===== src/rtl/dynamics_adsr.sv =====
// ADSR envelope generator. Each sample strobe scales the input sample by the current gain.
// Build option DYNAMICS_LEGATO_EN: a note start keeps the current gain instead of reloading zero.
module dynamics_adsr #(
  parameter int SAMPLE_WIDTH = 16,
  parameter int GAIN_WIDTH   = 8,
  parameter int RATE_WIDTH   = 8,
  parameter int DUR_STROBES  = 64
) (
  input  logic                           clk,
  input  logic                           reset,
  input  logic                           new_sample_ready,
  input  logic                           note_off,
  input  logic                           generate_next_sample,
  input  logic        [5:0]              note_duration,
  input  logic        [RATE_WIDTH-1:0]   attack_rate,
  input  logic        [RATE_WIDTH-1:0]   decay_rate,
  input  logic        [RATE_WIDTH-1:0]   release_rate,
  input  logic        [GAIN_WIDTH-1:0]   sustain_level,
  input  logic signed [SAMPLE_WIDTH-1:0] sample,
  output logic signed [SAMPLE_WIDTH-1:0] final_sample,
  output logic                           final_sample_valid,
  output logic        [2:0]              env_state
);

  // state   | meaning
  // IDLE    | silent, gain held at 0
  // ATTACK  | gain ramps up to full scale
  // DECAY   | gain ramps down to sustain_level
  // SUSTAIN | gain tracks sustain_level
  // RELEASE | gain ramps down to 0
  typedef enum logic [2:0] {
    S_IDLE    = 3'd0,
    S_ATTACK  = 3'd1,
    S_DECAY   = 3'd2,
    S_SUSTAIN = 3'd3,
    S_RELEASE = 3'd4
  } state_t;

  localparam int DUR_SHIFT = $clog2(DUR_STROBES);
  localparam int DUR_W     = 6 + DUR_SHIFT;
  localparam int PROD_W    = SAMPLE_WIDTH + GAIN_WIDTH + 2;

  localparam logic [GAIN_WIDTH:0]   GAIN_FULL = {1'b1, {GAIN_WIDTH{1'b0}}};
  localparam logic [GAIN_WIDTH:0]   GAIN_ONE  = 1;
  localparam logic [RATE_WIDTH-1:0] RATE_ONE  = 1;
  localparam logic [DUR_W-1:0]      DUR_ONE   = 1;
  localparam logic [DUR_W-1:0]      DUR_MAX   = '1;

  state_t                    r_state, w_state_next;
  logic [GAIN_WIDTH:0]       r_gain, w_gain_next, w_sustain;
  logic [RATE_WIDTH-1:0]     r_rate_cnt, w_rate_next, w_rate_sel;
  logic [DUR_W-1:0]          r_dur_cnt, w_dur_next, w_dur_inc, w_dur_limit;
  logic                      w_active, w_expire, w_step;
  logic signed [PROD_W-1:0]  w_sample_ext, w_gain_ext, w_product;

  assign w_sample_ext = PROD_W'(sample);
  assign w_gain_ext   = PROD_W'(r_gain);
  assign w_product    = w_sample_ext * w_gain_ext;

  assign w_sustain   = {1'b0, sustain_level};
  assign w_active    = (r_state == S_ATTACK) || (r_state == S_DECAY) || (r_state == S_SUSTAIN);
  assign w_dur_limit = DUR_W'(note_duration) << DUR_SHIFT;
  // Saturates so a long held note never wraps into a spurious expiry.
  assign w_dur_inc   = (r_dur_cnt == DUR_MAX) ? r_dur_cnt : r_dur_cnt + DUR_ONE;
  assign w_expire    = generate_next_sample && w_active && (note_duration != 6'd0) &&
                       (w_dur_inc >= w_dur_limit);

  always_comb begin
    case (r_state)
      S_ATTACK:  w_rate_sel = attack_rate;
      S_DECAY:   w_rate_sel = decay_rate;
      S_RELEASE: w_rate_sel = release_rate;
      default:   w_rate_sel = '0;
    endcase
  end

  assign w_step = generate_next_sample && (r_rate_cnt == w_rate_sel);

  always_comb begin
    w_state_next = r_state;
    w_gain_next  = r_gain;
    w_rate_next  = r_rate_cnt;
    w_dur_next   = r_dur_cnt;
    if (new_sample_ready) begin
      w_state_next = S_ATTACK;
      w_rate_next  = '0;
      w_dur_next   = '0;
`ifdef DYNAMICS_LEGATO_EN
      w_gain_next  = r_gain;
`else
      w_gain_next  = '0;
`endif
    end else if ((note_off && w_active) || w_expire) begin
      // Forced release freezes gain on this edge; stepping resumes in RELEASE.
      w_state_next = S_RELEASE;
      w_rate_next  = '0;
      if (generate_next_sample) w_dur_next = w_dur_inc;
    end else begin
      if (generate_next_sample && w_active) w_dur_next = w_dur_inc;
      case (r_state)
        S_IDLE: begin
          w_gain_next = '0;
          w_rate_next = '0;
        end
        S_ATTACK: begin
          if (r_gain == GAIN_FULL) begin
            w_state_next = S_DECAY;
            w_rate_next  = '0;
          end else if (w_step) begin
            w_gain_next = r_gain + GAIN_ONE;
            w_rate_next = '0;
            if (w_gain_next == GAIN_FULL) w_state_next = S_DECAY;
          end else if (generate_next_sample) begin
            w_rate_next = r_rate_cnt + RATE_ONE;
          end
        end
        S_DECAY: begin
          if (r_gain <= w_sustain) begin
            w_state_next = S_SUSTAIN;
            w_rate_next  = '0;
          end else if (w_step) begin
            w_gain_next = r_gain - GAIN_ONE;
            w_rate_next = '0;
            if (w_gain_next == w_sustain) w_state_next = S_SUSTAIN;
          end else if (generate_next_sample) begin
            w_rate_next = r_rate_cnt + RATE_ONE;
          end
        end
        S_SUSTAIN: begin
          w_gain_next = w_sustain;
          w_rate_next = '0;
        end
        S_RELEASE: begin
          if (r_gain == '0) begin
            w_state_next = S_IDLE;
            w_rate_next  = '0;
          end else if (w_step) begin
            w_gain_next = r_gain - GAIN_ONE;
            w_rate_next = '0;
            if (w_gain_next == '0) w_state_next = S_IDLE;
          end else if (generate_next_sample) begin
            w_rate_next = r_rate_cnt + RATE_ONE;
          end
        end
        default: begin
          w_state_next = S_IDLE;
          w_gain_next  = '0;
          w_rate_next  = '0;
        end
      endcase
    end
  end

  always_ff @(posedge clk) begin
    if (reset) begin
      r_state            <= S_IDLE;
      r_gain             <= '0;
      r_rate_cnt         <= '0;
      r_dur_cnt          <= '0;
      final_sample       <= '0;
      final_sample_valid <= 1'b0;
    end else begin
      r_state            <= w_state_next;
      r_gain             <= w_gain_next;
      r_rate_cnt         <= w_rate_next;
      r_dur_cnt          <= w_dur_next;
      final_sample_valid <= generate_next_sample;
      if (generate_next_sample) final_sample <= SAMPLE_WIDTH'(w_product >>> GAIN_WIDTH);
    end
  end

  assign env_state = r_state;

endmodule


===== config.mk =====
export PLATFORM = sky130hd
export DESIGN_NAME = dynamics_adsr
export DESIGN_NICKNAME = d
export VERILOG_FILES = /design/src/rtl/dynamics_adsr.sv
export SDC_FILE = /design/constraint.sdc
export NUM_CORES = 1
export LEC_CHECK = 0
export BUFFER_PORTS_ARGS = -buffer_cell sky130_fd_sc_hd__buf_2
export CAP_MARGIN = 20
export CORE_ASPECT_RATIO = 0.7
export CORE_UTILIZATION = 40
export CTS_BUF_LIST = sky130_fd_sc_hd__clkbuf_16
export DETAILED_ROUTE_END_ITERATION = 7
export PLACE_DENSITY = 0.66
export SLEW_MARGIN = 20
export SYNTH_ARGS = -nofsm -noshare
export SYNTH_HDL_FRONTEND = slang
export SYNTH_SLANG_ARGS = --single-unit

===== constraint.sdc =====
create_clock -name clk -period 13.6 [get_ports clk]
set_input_delay 2.04 -clock clk [delete_from_list [all_inputs] [get_ports clk]]
set_output_delay 2.04 -clock clk [all_outputs]
set_load 0.01 [all_outputs]

# After elaboration in Yosys (flattened, before gate mapping)
# Index checks and enable logic that the tools add are counted.
totals:
  register_bits: 49
  latch_bits: 0
  ramBits: 0
  mem_bits_ro: 0
  inputBits: 59
  out_inout_bits: 20
  elab_cells: 101
  mem_count: 0
op_classes:
  addsub: 4
  multipliers: 1
  div_mod_pow: 0
  n_lt_le_gt_ge: 2
  eq_ne: 34
  shifts: 0
  mux: 29
  n_bitwise: 2
  n_reduce_logical: 21
op_table:
  columns: ["op", "n"]
  rows:
  - ["2-to-1 mux 12 bit", 4]
  - ["case mux 8 bit (3 select lines)", 2]
  - ["2-to-1 mux 9 bit", 5]
  - ["2-to-1 mux 8 bit", 5]
  - ["case mux 9 bit (4 select lines)", 1]
  - ["2-to-1 mux 3 bit", 10]
  - ["multiplier 16 x 10 -> 24 bit", 1]
  - ["AND reduction 7 bit", 3]
  - ["== test 9 bit (second input constant)", 2]
  - ["zero test 9 bit", 2]
  - ["adder 12 x 1 -> 12 bit (second input constant)", 1]
  - ["== test 12 bit (second input constant)", 1]
  - [">= comparator 12 bit", 1]
  - ["case mux 3 bit (4 select lines)", 1]
  - ["!= test 2 bit (second input constant)", 5]
  - ["!= test 5 x 2 -> 1 bit (second input constant)", 2]
  - ["!= test 5 x 3 -> 1 bit (second input constant)", 2]
  - ["!= test 5 bit (second input constant)", 2]
  - ["adder 9 x 1 -> 9 bit (second input constant)", 1]
  - ["== test 9 x 8 -> 1 bit", 1]
  - ["<= comparator 9 x 8 -> 1 bit", 1]
  - ["!= test 3 x 1 -> 1 bit (second input constant)", 3]
  - ["subtractor 9 x 1 -> 9 bit (second input constant)", 1]
  - ["adder 8 x 1 -> 8 bit (second input constant)", 1]
  - ["other kinds (21)", 35]

# Logic depth before layout (Yosys ltp)
depth:
  word_depth: 9
  depth_mapped: 23
  depth_no_buf: 20

# Worst setup path after synthesis
# Ideal clock, no wire load.
synth_path:
  path_kind: "in2reg"
  from: "in sample[7]"
  to: "reg final_sample[15]"
  setup_time_ps: 145
  arrival_ps: 6871
  required_time_ps: 13455
  path_slack_ps: 6584
  stages: 18
  n_path_buf: 0
  cell_sequence: "nand2_1 > fa_1 > inv_1 > fa_1 > inv_1 > fa_1 > inv_1 > fa_1 > fa_1 > ha_1 > a211oi_1 > nand2b_1 > or4_1 > and3_1 > a211o_1 > a41oi_1 > mux2i_1 > o311ai_0"
synth_via:
  elab_chain_cells: 1
synth_rtl:
  columns: ["element", "line_no", "rtl"]
  rows:
  - ["from (decl)", "19", "input logic signed [SAMPLE_WIDTH-1:0] sample,"]
  - ["multiplier 16 x 10 -> 24 bit", "58", "assign w_product = w_sample_ext * w_gain_ext;"]
  - ["to (signal assigned)", "168", "if (generate_next_sample) final_sample <= SAMPLE_WIDTH'(w_product >>> GAIN_WIDTH);"]
  - ["to (decl)", "20", "output logic signed [SAMPLE_WIDTH-1:0] final_sample,"]
# Every way passes these cells.
# A chain may end at the register's enable or synchronous reset.

# Worst setup path after layout
# Same ends and word-level chain as after synthesis.

==> summary.md <==
| Metric | Value |
|---|---|
| Run status | complete, no violations |
| M2 GR Usage | 33.87% |
| R2R setup slack | 7380 ps |
| Cell count after synthesis | 1015 |
| Critical Path Start Type | primary input |
| Hold Crit Class | flip-flop to flip-flop |
| DP Wirelength | 16.64 mm |
| Slew of the pin with the lowest slew margin | 1071 ps |
| CTS hold repair buffers | 0 |
| Final Setup Violations | 0 |
| Starting density of the core | 40.98% |
| Most crowded layer after global routing | met2 |
| GRT Util Overall | 20.51% |
| Global route total overflow | 0 |
| CTS tree | done |
| Flops & latches, synth | 49 |
| Largest net degree at the start of global routing | 36 |
| Max IR drop VDD | 0.04568 mV |
| Final GP Congestion | 0.8392 |
| Initial antenna violation count | 0 |
| Num CTS Buffers | 5 |
| 1st-pass router iterations | 5 |
| CTS H-tree lvls | 2 |
| # rows | 44 |
| Setup TNS | 0 ps |
| Vias/cell | 5.305 |
| # Max-Cap Violations | 0 |
| Worst hold slack | 467.2 ps |
| Area of the multi-input gates | 6771 um^2 |
| Worst Setup End Kind | flip-flop |
| CTS Buffer Depth | 2 |
| Sequential area share after synthesis | 11.50% |
| Clk pwr share | 31.7% |
| Arrival time at the worst endpoint | 7450 ps |
| Die Area | 21920 um^2 |
| Final net count | 1300 |
| Net Sw Power | 0.1705 mW |
| Input/output buffers | 78 |
| Cells on worst reg2reg path | 17 |
| Mux contribution to synthesized area | 2.142% |
| Clock latency on the worst-skew pair | 300 ps |
| Largest family of logic cells by synthesized area | adder cells |
| Synthesized Nets | 1259 |
| Post-cts resize count | 0 |
| Int Pwr | 0.3031 mW |
| Period minus WS final | 7286 ps |
| Critical path startpoint | sample[7] |
| P_leak | 4.683 nW |
| Vias after detailed routing | 7072 |
| Wire per inst | 15.95 um |
| Reg-to-reg critical path startpoint | r_gain[5]$_SDFFE_PP0P_ |
| Sequential Power Share | 33.0% |
| Final Cycle Share | 53.57% |
| Grt met1 use | 29.46% |
| Detailed Route WL | 21.27 mm |
| PwrDens | 51.01 nW/um^2 |
| Simple-gate share of the synthesized area | 24.84% |
| Synthesized area | 8528 um^2 |
| 1st-iter DRT viols | 385 |
| Max-slew violation count | 0 |
| Leading cell type in the layout, fill and taps excluded | inv_1 |
| Compound-cell area share of the yosys netlist | 10.02% |
| Die X-Extent | 176.5 um |
| Antenna cells | 0 |
| Final core occ | 44.61% |
| Most frequent cells in the layout | inv_1, fa_1, nand2_1, and2_1, buf_2 |
| Detailed-route DRC error count | 0 |
| Mean area per synthesized cell | 8.402 um^2 |
| R2r endpoint | final_sample[15]$_SDFFE_PP0P_ |
| CORE AREA | 20810 um^2 |
| FF+latch area | 980.9 um^2 |
| Post-synth EDFFs | 0 |
| CP Capture Point | final_sample[15]$_SDFFE_PP0P_ |
| Syn. warnings | 0 |
| Setup Fix Bufs, Post-CTS | 0 |
| Reg clk slew, reported paths | 70 ps |
| Worst EP required | 13760 ps |
| Netlist cell types | 67 |
| Combinational Power Share | 35.3% |
| Layout cells sized above 1 | 9.839% |
| Post-route antenna net violation count | 0 |
| Ys async rst share | 0% |
| First-pass GRT wire length | 35.77 mm |
| Hold Violations, Final | 0 |
| # IOs | 79 |
| Achievable frequency | 137.3 MHz |
| Met3 Use GR | 2.411% |
| Critical setup path kind | primary input to flip-flop |
| Slew HR | 28.51% |
| Die Span Y | 124.2 um |
| Crit-path max FO | 9 |
| Root buf cell | clkbuf_16 |
| RSZ-0062 raised after global routing | false |
| Area grow syn2layout | 8.861% |
| Max Clock Skew | 4.891 ps |
| Cells on Worst Hold Path | 2 |
| CTS sink cnt | 49 |
| Top_reg_cell synth | dfxtp_1 |
| Post-Synth Adder-Cell Area | 37.18% |
| Switching Fraction | 36.00% |
| Number of global-route vias before repair | 7119 |
| Fill cell count | 2106 |
| Post-Synth XOR/XNOR Area | 5.223% |
[sequential cells by signal, summed over array words and instances (netlist names)]
signal / flops
r_gain: 9
r_dur_cnt: 12
final_sample_valid: 1
r_rate_cnt: 8
env_state: 3
final_sample: 16
[synth_stat cells, drive strengths merged (9+ instances only)]
cell / number / area share (%)
clkbuf: 36 / 1.6
and2: 83 / 6.1
or4bb: 17 / 2.2
a31oi: 13 / 0.95
xnor2: 34 / 3.6
buf: 16 / 0.91
dfxtp: 49 / 12
nand4: 15 / 1.1
fa: 114 / 27
and4: 9 / 0.92
xor2: 16 / 1.6
a21oi: 31 / 1.8
mux2i: 16 / 1.9
nand2: 107 / 4.7
nor2: 48 / 2.1
inv: 150 / 6.6
ha: 71 / 10
nor3: 18 / 1.1
nand3: 25 / 1.5
o21ai: 23 / 1.3
[power groups by stage]
stage          Sequential [mW]  Clock, mW  Combinational (mW)
2_1_floorplan            0.157          0               0.119
6_report                 0.156      0.150               0.167
4_1_cts                  0.156      0.153               0.168
5_1_grt                  0.158      0.159               0.190
3_5_place_dp             0.160          0               0.167
3_3_place_gp             0.160          0               0.163
[worst max-delay path, cell delays in order]
cell,delay [ps]
buf_2,170
nand2_1,110
fa_1,570
inv_1,60
fa_1,500
inv_1,60
fa_1,520
inv_1,50
fa_1,490
fa_1,420
ha_1,340
a211oi_1,320
nand2b_1,80
or4_1,490
and3_1,280
a211o_1,350
a41oi_1,290
mux2i_1,200
o311ai_0,130
[kinds of logic after synthesis]
group                    Yosys count
buffers and inverters            202
flip-flops                        49
adder cells (fa/ha/maj)          185
XOR/XNOR                          50
multiplexers                      18
AO/OA/AOI/OAI                    129
AND/OR/NAND/NOR                  382
[area by class of cell]
type / instances / area share [%]
clock buffers: 5 / 1.348
clock inverters: 3 / 0.5121
inverters: 150 / 6.065
multi-input cells: 764 / 72.94
flip-flops and latches: 49 / 10.57
well taps: 276 / 3.720
repair buffers: 86 / 4.852
[worst min-delay path by stage]
stage | from | end | slack, ps
after CTS | final_sample[8]$_SDFFE_PP0P_ | final_sample[8]$_SDFFE_PP0P_ | 470
after global routing | final_sample[3]$_SDFFE_PP0P_ | final_sample[3]$_SDFFE_PP0P_ | 510
final | final_sample[8]$_SDFFE_PP0P_ | final_sample[8]$_SDFFE_PP0P_ | 470
after floorplan | r_rate_cnt[3]$_SDFF_PP0_ | r_rate_cnt[3]$_SDFF_PP0_ | 460
after detailed placement | final_sample[8]$_SDFFE_PP0P_ | final_sample[8]$_SDFFE_PP0P_ | 460
after global placement | final_sample[14]$_SDFFE_PP0P_ | final_sample[14]$_SDFFE_PP0P_ | 450
[through the flow]
stage	worst slack, ps	total power, mW	cells	cell area, um^2
3_3_place_gp	6146	0.3227	1325	9111
5_1_grt	6058	0.5063	1333	9284
2_1_floorplan	6584	0.2768	1015	8528
6_report	6314	0.4736	1333	9284
3_5_place_dp	6017	0.3265	1325	9111
4_1_cts	6328	0.4767	1333	9284
[metal layers]
| metal | wire length [um] | vias to the layer above |
|---|---|---|
| li1 | - | 3435 |
| met1 | 10630 | 3456 |
| met2 | 9466 | 164 |
| met3 | 967 | 17 |
| met4 | 204 | 0 |
| met5 | 0 | - |
Note: power is estimated with default switching activity, not from simulation.
